File: config.mk
export PLATFORM = sky130hd
export DESIGN_NAME = dram_subword_ctrl
export DESIGN_NICKNAME = d
export VERILOG_FILES = /design/src/rtl/dram_subword_ctrl.sv
export SDC_FILE = /design/constraint.sdc
export NUM_CORES = 1
export LEC_CHECK = 0
export BUFFER_PORTS_ARGS = -buffer_cell sky130_fd_sc_hd__buf_2
export CAP_MARGIN = 20
export CORE_MARGIN = 1
export CORE_UTILIZATION = 56
export DETAILED_ROUTE_END_ITERATION = 10
export GPL_TIMING_DRIVEN = 0
export PLACE_DENSITY_LB_ADDON = 0.1
export SLEW_MARGIN = 20
export SYNTH_ARGS = -nofsm -noshare
export SYNTH_HDL_FRONTEND = slang
export SYNTH_SLANG_ARGS = --single-unit
File: constraint.sdc
create_clock -name CLK -period 2.6 [get_ports CLK]
set_clock_uncertainty 0.05 [all_clocks]
set_input_delay 0.26 -clock CLK [delete_from_list [all_inputs] [get_ports CLK]]
set_output_delay 0.26 -clock CLK [all_outputs]
set_load 0.005 [all_outputs]
File: src/rtl/dram_subword_ctrl.sv
// Byte/halfword/word DRAM access controller over a word-only req/ack memory port.
// Sub-word stores use read-modify-write; loads are sign/zero extended; misaligned or
// malformed commands are rejected and a stalled memory beat is aborted after TIMEOUT cycles.
module dram_subword_ctrl #(
    parameter int unsigned TIMEOUT = 1024
) (
    input  logic        CLK,
    input  logic        RST_X,
    input  logic [31:0] w_dram_addr,
    input  logic [31:0] w_dram_wdata,
    input  logic        w_dram_we_t,
    input  logic        w_dram_le,
    input  logic [2:0]  w_dram_ctrl,
    output logic [31:0] w_dram_odata,
    output logic        w_dram_busy,
    output logic        w_dram_err,
    output logic        mem_req,
    output logic        mem_we,
    output logic [31:0] mem_addr,
    output logic [31:0] mem_wdata,
    input  logic [31:0] mem_rdata,
    input  logic        mem_ack
);

    localparam int unsigned CW = (TIMEOUT > 2) ? $clog2(TIMEOUT) : 1;
    localparam logic [CW-1:0] CntLast = CW'(TIMEOUT - 1);

    typedef enum logic [1:0] {StIdle, StRd, StRmwRd, StWr} state_e;

    state_e        state_q, state_d;
    logic [CW-1:0] cnt_q, cnt_d;
    logic [2:0]    ctrl_q, ctrl_d;
    logic [1:0]    addr_lo_q, addr_lo_d;
    logic [15:0]   wdata_q, wdata_d;
    logic [31:0]   odata_q, odata_d;
    logic [31:0]   maddr_q, maddr_d;
    logic [31:0]   mwdata_q, mwdata_d;
    logic          req_q, we_q, busy_q, err_q;
    logic          err_d;

    logic          reject;
    logic [7:0]    lane_b;
    logic [15:0]   lane_h;
    logic [31:0]   load_val;
    logic [31:0]   merged;

    // Decide whether an IDLE strobe is malformed, misaligned or ambiguous.
    always_comb begin
        reject = 1'b0;
        if (w_dram_le && w_dram_we_t) begin
            reject = 1'b1;
        end else if (w_dram_le) begin
            case (w_dram_ctrl)
                3'b000, 3'b100: reject = 1'b0;
                3'b001, 3'b101: reject = w_dram_addr[0];
                3'b010:         reject = (w_dram_addr[1:0] != 2'b00);
                default:        reject = 1'b1;
            endcase
        end else if (w_dram_we_t) begin
            case (w_dram_ctrl)
                3'b000:  reject = 1'b0;
                3'b001:  reject = w_dram_addr[0];
                3'b010:  reject = (w_dram_addr[1:0] != 2'b00);
                default: reject = 1'b1;
            endcase
        end
    end

    // Lane extraction/extension for loads and lane merge for sub-word stores.
    always_comb begin
        case (addr_lo_q)
            2'd0:    lane_b = mem_rdata[7:0];
            2'd1:    lane_b = mem_rdata[15:8];
            2'd2:    lane_b = mem_rdata[23:16];
            default: lane_b = mem_rdata[31:24];
        endcase
        lane_h = addr_lo_q[1] ? mem_rdata[31:16] : mem_rdata[15:0];

        case (ctrl_q)
            3'b000:  load_val = {{24{lane_b[7]}}, lane_b};
            3'b001:  load_val = {{16{lane_h[15]}}, lane_h};
            3'b100:  load_val = {24'd0, lane_b};
            3'b101:  load_val = {16'd0, lane_h};
            default: load_val = mem_rdata;
        endcase

        merged = mem_rdata;
        if (ctrl_q[0]) begin
            if (addr_lo_q[1]) merged[31:16] = wdata_q;
            else              merged[15:0]  = wdata_q;
        end else begin
            case (addr_lo_q)
                2'd0:    merged[7:0]   = wdata_q[7:0];
                2'd1:    merged[15:8]  = wdata_q[7:0];
                2'd2:    merged[23:16] = wdata_q[7:0];
                default: merged[31:24] = wdata_q[7:0];
            endcase
        end
    end

    // Next-state, timeout counter and next values of all registered outputs.
    always_comb begin
        state_d   = state_q;
        cnt_d     = cnt_q;
        ctrl_d    = ctrl_q;
        addr_lo_d = addr_lo_q;
        wdata_d   = wdata_q;
        odata_d   = odata_q;
        maddr_d   = maddr_q;
        mwdata_d  = mwdata_q;
        err_d     = 1'b0;

        case (state_q)
            StIdle: begin
                if (w_dram_le || w_dram_we_t) begin
                    if (reject) begin
                        err_d = 1'b1;
                    end else begin
                        ctrl_d    = w_dram_ctrl;
                        addr_lo_d = w_dram_addr[1:0];
                        wdata_d   = w_dram_wdata[15:0];
                        maddr_d   = {w_dram_addr[31:2], 2'b00};
                        cnt_d     = '0;
                        if (w_dram_le) begin
                            state_d = StRd;
                        end else if (w_dram_ctrl == 3'b010) begin
                            state_d  = StWr;
                            mwdata_d = w_dram_wdata;
                        end else begin
                            state_d = StRmwRd;
                        end
                    end
                end
            end
            StRd, StRmwRd, StWr: begin
                if (mem_ack) begin
                    cnt_d = '0;
                    if (state_q == StRd) begin
                        odata_d = load_val;
                        state_d = StIdle;
                    end else if (state_q == StRmwRd) begin
                        mwdata_d = merged;
                        state_d  = StWr;
                    end else begin
                        state_d = StIdle;
                    end
                end else if (cnt_q == CntLast) begin
                    // Abort: an RMW stopped in its read phase never issues the write.
                    cnt_d   = '0;
                    err_d   = 1'b1;
                    state_d = StIdle;
                end else begin
                    cnt_d = cnt_q + 1'b1;
                end
            end
            default: state_d = StIdle;
        endcase
    end

    // State and output registers; reset drops any access in flight immediately.
    always_ff @(posedge CLK or negedge RST_X) begin
        if (!RST_X) begin
            state_q   <= StIdle;
            cnt_q     <= '0;
            ctrl_q    <= 3'b000;
            addr_lo_q <= 2'b00;
            wdata_q   <= 16'd0;
            odata_q   <= 32'd0;
            maddr_q   <= 32'd0;
            mwdata_q  <= 32'd0;
            req_q     <= 1'b0;
            we_q      <= 1'b0;
            busy_q    <= 1'b0;
            err_q     <= 1'b0;
        end else begin
            state_q   <= state_d;
            cnt_q     <= cnt_d;
            ctrl_q    <= ctrl_d;
            addr_lo_q <= addr_lo_d;
            wdata_q   <= wdata_d;
            odata_q   <= odata_d;
            maddr_q   <= maddr_d;
            mwdata_q  <= mwdata_d;
            req_q     <= (state_d != StIdle);
            we_q      <= (state_d == StWr);
            busy_q    <= (state_d != StIdle);
            err_q     <= err_d;
        end
    end

    assign w_dram_odata = odata_q;
    assign w_dram_busy  = busy_q;
    assign w_dram_err   = err_q;
    assign mem_req      = req_q;
    assign mem_we       = we_q;
    assign mem_addr     = maddr_q;
    assign mem_wdata    = mwdata_q;

endmodule
; ---- Word level (Yosys, flattened, before mapping)
; Cells that the tools add are included.
[totals]
register_bits = 130
out_inout_bits = 100
wordCells = 92
[classes]
addsub = 1
n_eq_ne = 21
n_mux = 42
bitwise_logic = 1
reduce_logical = 16
[op_table]
columns = operator, n
row1 = 32-bit 2-to-1 mux, 8
row2 = 32-bit one-hot mux with 4 select lines, 1
row3 = 32-bit one-hot mux with 2 select lines, 1
row4 = 16-bit 2-to-1 mux, 3
row5 = 10-bit 2-to-1 mux, 4
row6 = 8-bit 2-to-1 mux, 4
row7 = 8-bit one-hot mux with 3 select lines, 1
row8 = 10-bit one-hot mux with 2 select lines, 1
row9 = 2-bit 2-to-1 mux, 7
row10 = 2-bit inequality test (second input constant), 7
row11 = 3-bit equality test (second input constant), 4
row12 = 10-bit by 1-bit adder with 10-bit output (second input constant), 1
row13 = 10-bit equality test (second input constant), 1
row14 = 2-bit equality test (second input constant), 4
row15 = 1-bit 2-to-1 mux, 8
row16 = 7-bit AND reduction, 1
row17 = 3-bit by 1-bit equality test with 1-bit output (second input constant), 2
row18 = 3-bit zero test, 2
row19 = 1-bit one-hot mux with 3 select lines, 2
row20 = 3-bit AND reduction, 2
row21 = 3-bit OR reduction, 2
row22 = 2-bit by 1-bit equality test with 1-bit output (second input constant), 2
row23 = 2-bit zero test, 2
row24 = 2-bit one-hot mux with 2 select lines, 1
row25 = other kinds (8), 10

; ---- Longest topological paths before layout
; Gate-level depths: netlist of the first run.
[logic_depth]
word_depth = 9
mapped_depth = 7

; ---- Least setup slack after synthesis of the first run
; No wires, ideal clock.
[synth_timing]
kind = reg2reg
startpoint = register cnt_q[0]
endpoint = register cnt_q[2]
t_arrival_ns = 1.557
t_required_ns = 2.424
slack_ns = 0.867
path_stages_with_launch = 6
path_buffers = 0
period_less_slack_ns = 1.733
cell_sequence = dfrtp_1 ha_1 nand3_1 o31ai_1 nor3b_1 a221o_1
[synth_via]
elab_chain_cells = 4
elab_cells_between_ends = 5
[synth_lines]
columns = item, line_no
row1 = from (decl), 31  ; logic [CW-1:0] cnt_q, cnt_d;
row2 = from (signal assigned), 177  ; cnt_q <= cnt_d;
row3 = 10-bit by 1-bit adder with 10-bit output or 10-bit equality test (tied branches), "153, 147"
row4 = 10-bit 2-to-1 mux (*), 147  ; end else if (cnt_q == CntLast) begin
row5 = 10-bit 2-to-1 mux (*), 136  ; if (mem_ack) begin
row6 = 10-bit one-hot mux with 2 select lines (*), 113  ; case (state_q)
; Mark *: on every way between the ends. The rest lies on a longest branch, timed or not.
; A chain may end at the register's enable or synchronous reset.

; ---- Worst setup path after layout of the first run
; Ends and elaborated chain as after synthesis.

==> results of run 1 <==
## metal layers
metal	wire length (um)	vias up	global-route usage (%)
met5	0	-	0
met4	722	0	19.2
met3	1550	52	6.64
met2	9910	326	56.2
met1	7930	2994	40.6
li1	-	2828	-
## cells in the final DEF, fill, tap and decap left out, drive strengths merged, types with 4 or more instances in the layout
master,n
and3b,10
clkinv,5
and3,9
nor3,6
buf,231
nor2,44
mux2,92
dfrtp,130
or3b,5
and2,4
inv,4
o22ai,17
nand2b,6
o21ai,69
nand3,25
a31oi,18
a211o,12
a21oi,53
nand2,40
or3,7
a22oi,7
clkbuf,45
## through the flow
stage	area, um^2	setup TNS, ns	worst slack (ns)	utilization (%)
after global placement	7900	-53.81	-0.423	68.3
after global routing	8560	0	0.349	74.0
after detailed placement	7930	0	0.470	68.6
final	8560	0	0.508	74.0
after CTS	8560	0	0.535	74.0
after floorplan	6710	0	0.867	-
## logic make-up after synthesis
group	after synthesis	share of synthesized area (%)
other cells	1	0.0559
compound gates	196	17.9
buf+inv	55	4.38
simple gates	168	13.0
fa+ha+maj	1	0.186
xor+xnor	2	0.261
flops	130	48.5
mux	94	15.7
## report_power, final
| part | internal (mW) | switching [mW] | total [mW] |
|---|---|---|---|
| registers | 2.98 | 0.558 | 3.54 |
| clock network | 1.56 | 0.860 | 2.42 |
| logic | 2.07 | 2.59 | 4.66 |
## cell type report
type	instances	area [um^2]	share of cell area, %
sequential	130	3250	38.0
inverter	4	15.0	0.175
clock buffer	23	468	5.47
clock inverter	9	130	1.52
multi-input combinational	463	3170	37.0
timing repair buffer	205	1070	12.5
tap	143	179	2.09
buffer	51	279	3.26
## registers in the layout (all words and copies together), names as in the netlist
name and count:
w_dram_odata 32, w_dram_busy 1, mem_we 1, addr_lo_q 2
state_q 2, w_dram_err 1, cnt_q 10, mem_wdata 32
mem_addr 30, wdata_q 16, ctrl_q 3
## worst min path at each step
stage,slack (ns),start,endpoint
after detailed placement,0.25,RST_X,w_dram_odata[23]$_DFFE_PN0P_
after global routing,0.02,w_dram_addr[16],mem_addr[16]$_DFFE_PN0P_
after global placement,0.41,wdata_q[8]$_DFFE_PN0P_,wdata_q[8]$_DFFE_PN0P_
final,0.02,w_dram_addr[26],mem_addr[26]$_DFFE_PN0P_
after floorplan,-0.09,RST_X,addr_lo_q[0]$_DFFE_PN0P_
after CTS,0.003,w_dram_addr[22],mem_addr[22]$_DFFE_PN0P_
## repair_timing
item                                   4_1_cts  5_1_grt
resized for setup                            0        0
endpoints found under the hold margin       67        0
hold buffers                                 3        0
==> flow_summary.json, run 1 <==
{
  "cpPeakStageDelay_ns": 0.71,
  "clk_pin_slew_ns": 0.05,
  "ys_warn_count": 0,
  "grt_max_degree": 67,
  "die_w_um": 111,
  "power.total_mw": 10.6,
  "critPathCaptureType": "register",
  "post-cts-setup-buffer-count": 0,
  "leakagePower_nw": 4.04,
  "fp.coreArea_um2": 11600,
  "cts_buffers": 17,
  "synth_edf_count": 0,
  "grt_pass1_vias": 6316,
  "synth_area_leaders": "dfrtp_1 48%, mux2_2 12%, o21ai_0 4.7%",
  "rsz0062_at_grt": "no",
  "grt_use_total_pct": 33.5,
  "cts_tree": "done",
  "synth.distinct_cells": 58,
  "arrival_ns": 2.34,
  "routed_wl_mm": 20.1,
  "grt_overflow": 0,
  "path_cells": "ha_1, nand3_1, o31ai_1, nor3b_1, a221o_1",
  "fin_hold_ws_ns": 0.0154,
  "max-vdd-ir-drop_v": 0.000717,
  "fin_nets": 977,
  "port-buffer-count": 201,
  "syn_inst": 647,
  "synthTopCellsByCount": "130 x dfrtp_1, 71 x mux2_2, 63 x o21ai_0, 51 x a21oi_1, 44 x nor2_1",
  "r2r_start": "cnt_q[0]$_DFFE_PN0P_",
  "wire_per_inst_um": 19.6,
  "reg2reg_setup_slack_ns": 0.51,
  "maxCapViolations": 0,
  "ys_ff_latch": 130,
  "pin_count": 204,
  "slowest_stage": "o31ai_1",
  "startpoint": "cnt_q[0]$_DFFE_PN0P_",
  "synth_top_cell_by_area": "dfrtp_1",
  "fin_crit_sh_pct": 80.5,
  "clock.fmax_mhz": 478,
  "dr.pass1.iters": 10,
  "avgSynthCellArea_um2": 10.4,
  "hold_viol": 0,
  "cts_max_level": 4,
  "crit_type": "register to register",
  "area_growth_syn_to_layout_pct": 27.6,
  "drive_gt1_share_pct": 38.2,
  "synth-seq-area-share_pct": 48.5,
  "reg2reg_depth": 5,
  "min_path_type": "primary input to register",
  "postRouteAntennaNets": 0,
  "final_cells": 1028,
  "numClockSinks": 130,
  "p_per_area_nw_per_um2": 1240,
  "yosysMostFrequentCell": "dfrtp_1",
  "drc": 14,
  "async_reset_ff_share_pct": 100,
  "slew-limit-headroom_pct": 48.1,
  "dr_total_vias": 6200,
  "rows": 39,
  "viasPerCell": 6.03,
  "path_depth": 5,
  "violations": "DRC",
  "startpoint_type": "register",
  "cp-endpoint": "cnt_q[2]$_DFFE_PN0P_",
  "holdPathStages": 2,
  "crit_family": "compound AO/OA/AOI/OAI gates",
  "cts_root_buf": "clkbuf_16",
  "critical_path_peak_fanout": 6,
  "hpwl_mm": 15.3,
  "fin_crit_ns": 2.09,
  "final_max_slew_viol_count": 0,
  "required_ns": 2.85,
  "cp.buffers_inverters": 0,
  "diodes": 0,
  "antenna_found_initial": 0,
  "grt_pass1_wl_mm": 32.1,
  "rr_endpoint": "cnt_q[2]$_DFFE_PN0P_",
  "initialDrtViolationCount": 504,
  "die_y_um": 111,
  "ys.flop_type": "dfrtp_1",
  "worst_slew_pin_slew_ns": 0.771,
  "finalWeightedCongestion": 0.911,
  "fillers": 893,
  "clkLatencyLatePin_ns": 0.42,
  "initial_utilization_pct": 58.0,
  "setup_violations": 0,
  "status": "complete, but fails checks",
  "synth.top_cell.area_share_pct": 48.5,
  "syn_area_um2": 6710,
  "clk_path_buf_depth": 2,
  "place_inst": 993,
  "dieArea_um2": 12400
}
Power figures use the tool's default switching activity.
==> inputs of run 2 (changes only) <==
- CORE_UTILIZATION: 56 -> 52
- clock period: 2.6 -> 2 ns (I/O delays scaled with it)
==> flow_summary.json, run 2 (synthesis gave the netlist of run 1 again) <==
{
  "status": "finished clean",
  "power.internal_mw": 8.75,
  "grt_overflow": 0,
  "hold_viol": 0,
  "fp.coreArea_um2": 12600,
  "clock.fmax_mhz": 520,
  "post-route-util_pct": 72.0,
  "rows": 41,
  "clkLatencyLatePin_ns": 0.42,
  "cts_max_level": 4,
  "power_frac_comb_pct": 44.6,
  "cp.buffers_inverters": 1,
  "postPlaceCellArea_um2": 7970,
  "layout_commonest_cell": "buf_2",
  "fin_crit_sh_pct": 96.2,
  "fin_hold_ws_ns": 0.0176,
  "arrival_ns": 2.18,
  "setup_violations": 0,
  "viasPerCell": 5.82,
  "initial_utilization_pct": 53.2,
  "maxCapViolations": 0,
  "final_area_um2": 9090,
  "fin_crit_ns": 1.92,
  "diodes": 0,
  "drc": 0,
  "dieArea_um2": 13400,
  "place_inst": 1022,
  "die_y_um": 116,
  "crit_type": "register to register",
  "cts_root_buf": "clkbuf_16",
  "initialDrtViolationCount": 554,
  "fin_tns_setup_ns": 0,
  "drive_gt1_share_pct": 37.3,
  "wire_per_inst_um": 19.0,
  "final_max_slew_viol_count": 0,
  "numClockSinks": 130,
  "pin_count": 204,
  "routed_wl_mm": 20.8,
  "die_w_um": 116,
  "crit_family": "flip-flops",
  "clk_pin_slew_ns": 0.05,
  "clk_path_buf_depth": 2,
  "required_ns": 2.26,
  "area_growth_syn_to_layout_pct": 35.5,
  "grt_pass1_vias": 6214,
  "worst_slew_pin_slew_ns": 0.567,
  "antenna_found_initial": 0,
  "startpoint_type": "register",
  "p_per_area_nw_per_um2": 1540,
  "switchingPower_mw": 5.25,
  "dr_total_vias": 6398,
  "postRouteAntennaNets": 0,
  "power_frac_seq_pct": 32.9,
  "fillers": 946,
  "dr.pass1.iters": 6,
  "final_cells": 1099,
  "fin_ws_ns": 0.0758,
  "cts_buffers": 17,
  "final_cell_mix": "213 x buf_2, 130 x dfrtp_1, 71 x mux2_2",
  "slowest_stage": "dfrtp_1",
  "power.total_mw": 14.0,
  "min_path_type": "primary input to register",
  "cpPeakStageDelay_ns": 0.46,
  "max-vdd-ir-drop_v": 0.000803,
  "critPathCaptureType": "register",
  "switching_share_pct": 37.5,
  "grt_pass1_wl_mm": 31.4,
  "port-buffer-count": 201,
  "fin_nets": 1021,
  "rsz0062_at_grt": "no",
  "cts_tree": "done",
  "grt_max_degree": 90,
  "clkPwrFrac_pct": 22.6,
  "hpwl_mm": 14.7,
  "slew-limit-headroom_pct": 62.2,
  "leakagePower_nw": 4.25,
  "dp_slack_ns": -0.0845,
  "finalWeightedCongestion": 0.914,
  "critical_path_peak_fanout": 10,
  "grt_use_total_pct": 31.6,
  "path_cells": "buf_2, or3b_1, a21oi_1, o21ai_0, mux2_2"
}
==> run 2: layout make-up <==
class / instances / area [um^2] / share of cell area [%]
Inverter: 4 / 15.0 / 0.165
Buffer: 51 / 288 / 3.17
Multi-Input combinational cell: 463 / 3200 / 35.2
Timing Repair Buffer: 249 / 1520 / 16.8
Tap cell: 172 / 215 / 2.37
Sequential cell: 130 / 3250 / 35.8
Clock inverter: 5 / 100 / 1.10
Clock buffer: 25 / 495 / 5.45
==> run 2: path summary, 6_finish.rpt <==
kind,slack (ns),cells after the start,startpoint,to
setup / recovery,0.08,5,addr_lo_q[0]$_DFFE_PN0P_,mem_wdata[14]$_DFFE_PN0P_
hold / removal,0.02,2,w_dram_wdata[12],wdata_q[12]$_DFFE_PN0P_
setup reg to reg,0.08,5,addr_lo_q[0]$_DFFE_PN0P_,mem_wdata[14]$_DFFE_PN0P_
hold reg to reg,0.43,1,mem_addr[20]$_DFFE_PN0P_,mem_addr[20]$_DFFE_PN0P_
max in group asynchronous,0.97,3,RST_X,mem_addr[7]$_DFFE_PN0P_
min in group asynchronous,0.20,2,RST_X,w_dram_odata[28]$_DFFE_PN0P_
==> run 2: repair_timing <==
action	CTS	global route
hold endpoints to repair	86	0
hold buffers	46	0
setup endpoints to repair	6	78
resized for setup	2	17
buffers inserted	0	1
==> run 2: layer usage <==
layer / routed length, um / vias to the layer above / track usage [%]
met3: 1730 / 62 / 7.48
met2: 9770 / 361 / 51.3
met4: 720 / 0 / 15.3
li1: - / 2907 / -
met1: 8600 / 3068 / 40.0
met5: 0 / - / 0
==> run 2: worst register-to-register path, delay by kind of cell, from the launching register on <==
kind / cells / cell delay, ns
AOI/OAI and AO/OA: 2 / 0.34
buffers and inverters: 1 / 0.24
DFF: 1 / 0.46
muxes: 1 / 0.31
and+or+nand+nor: 1 / 0.42
==> run 2: power by group through the flow <==
stage	combinational [mW]	clock (mW)	sequential, mW
floorplan	3.59	0	4.60
global placement	5.81	0	4.52
detailed placement	5.96	0	4.60
CTS	6.07	3.17	4.57
global route	6.85	3.27	4.73
finish	6.24	3.16	4.60
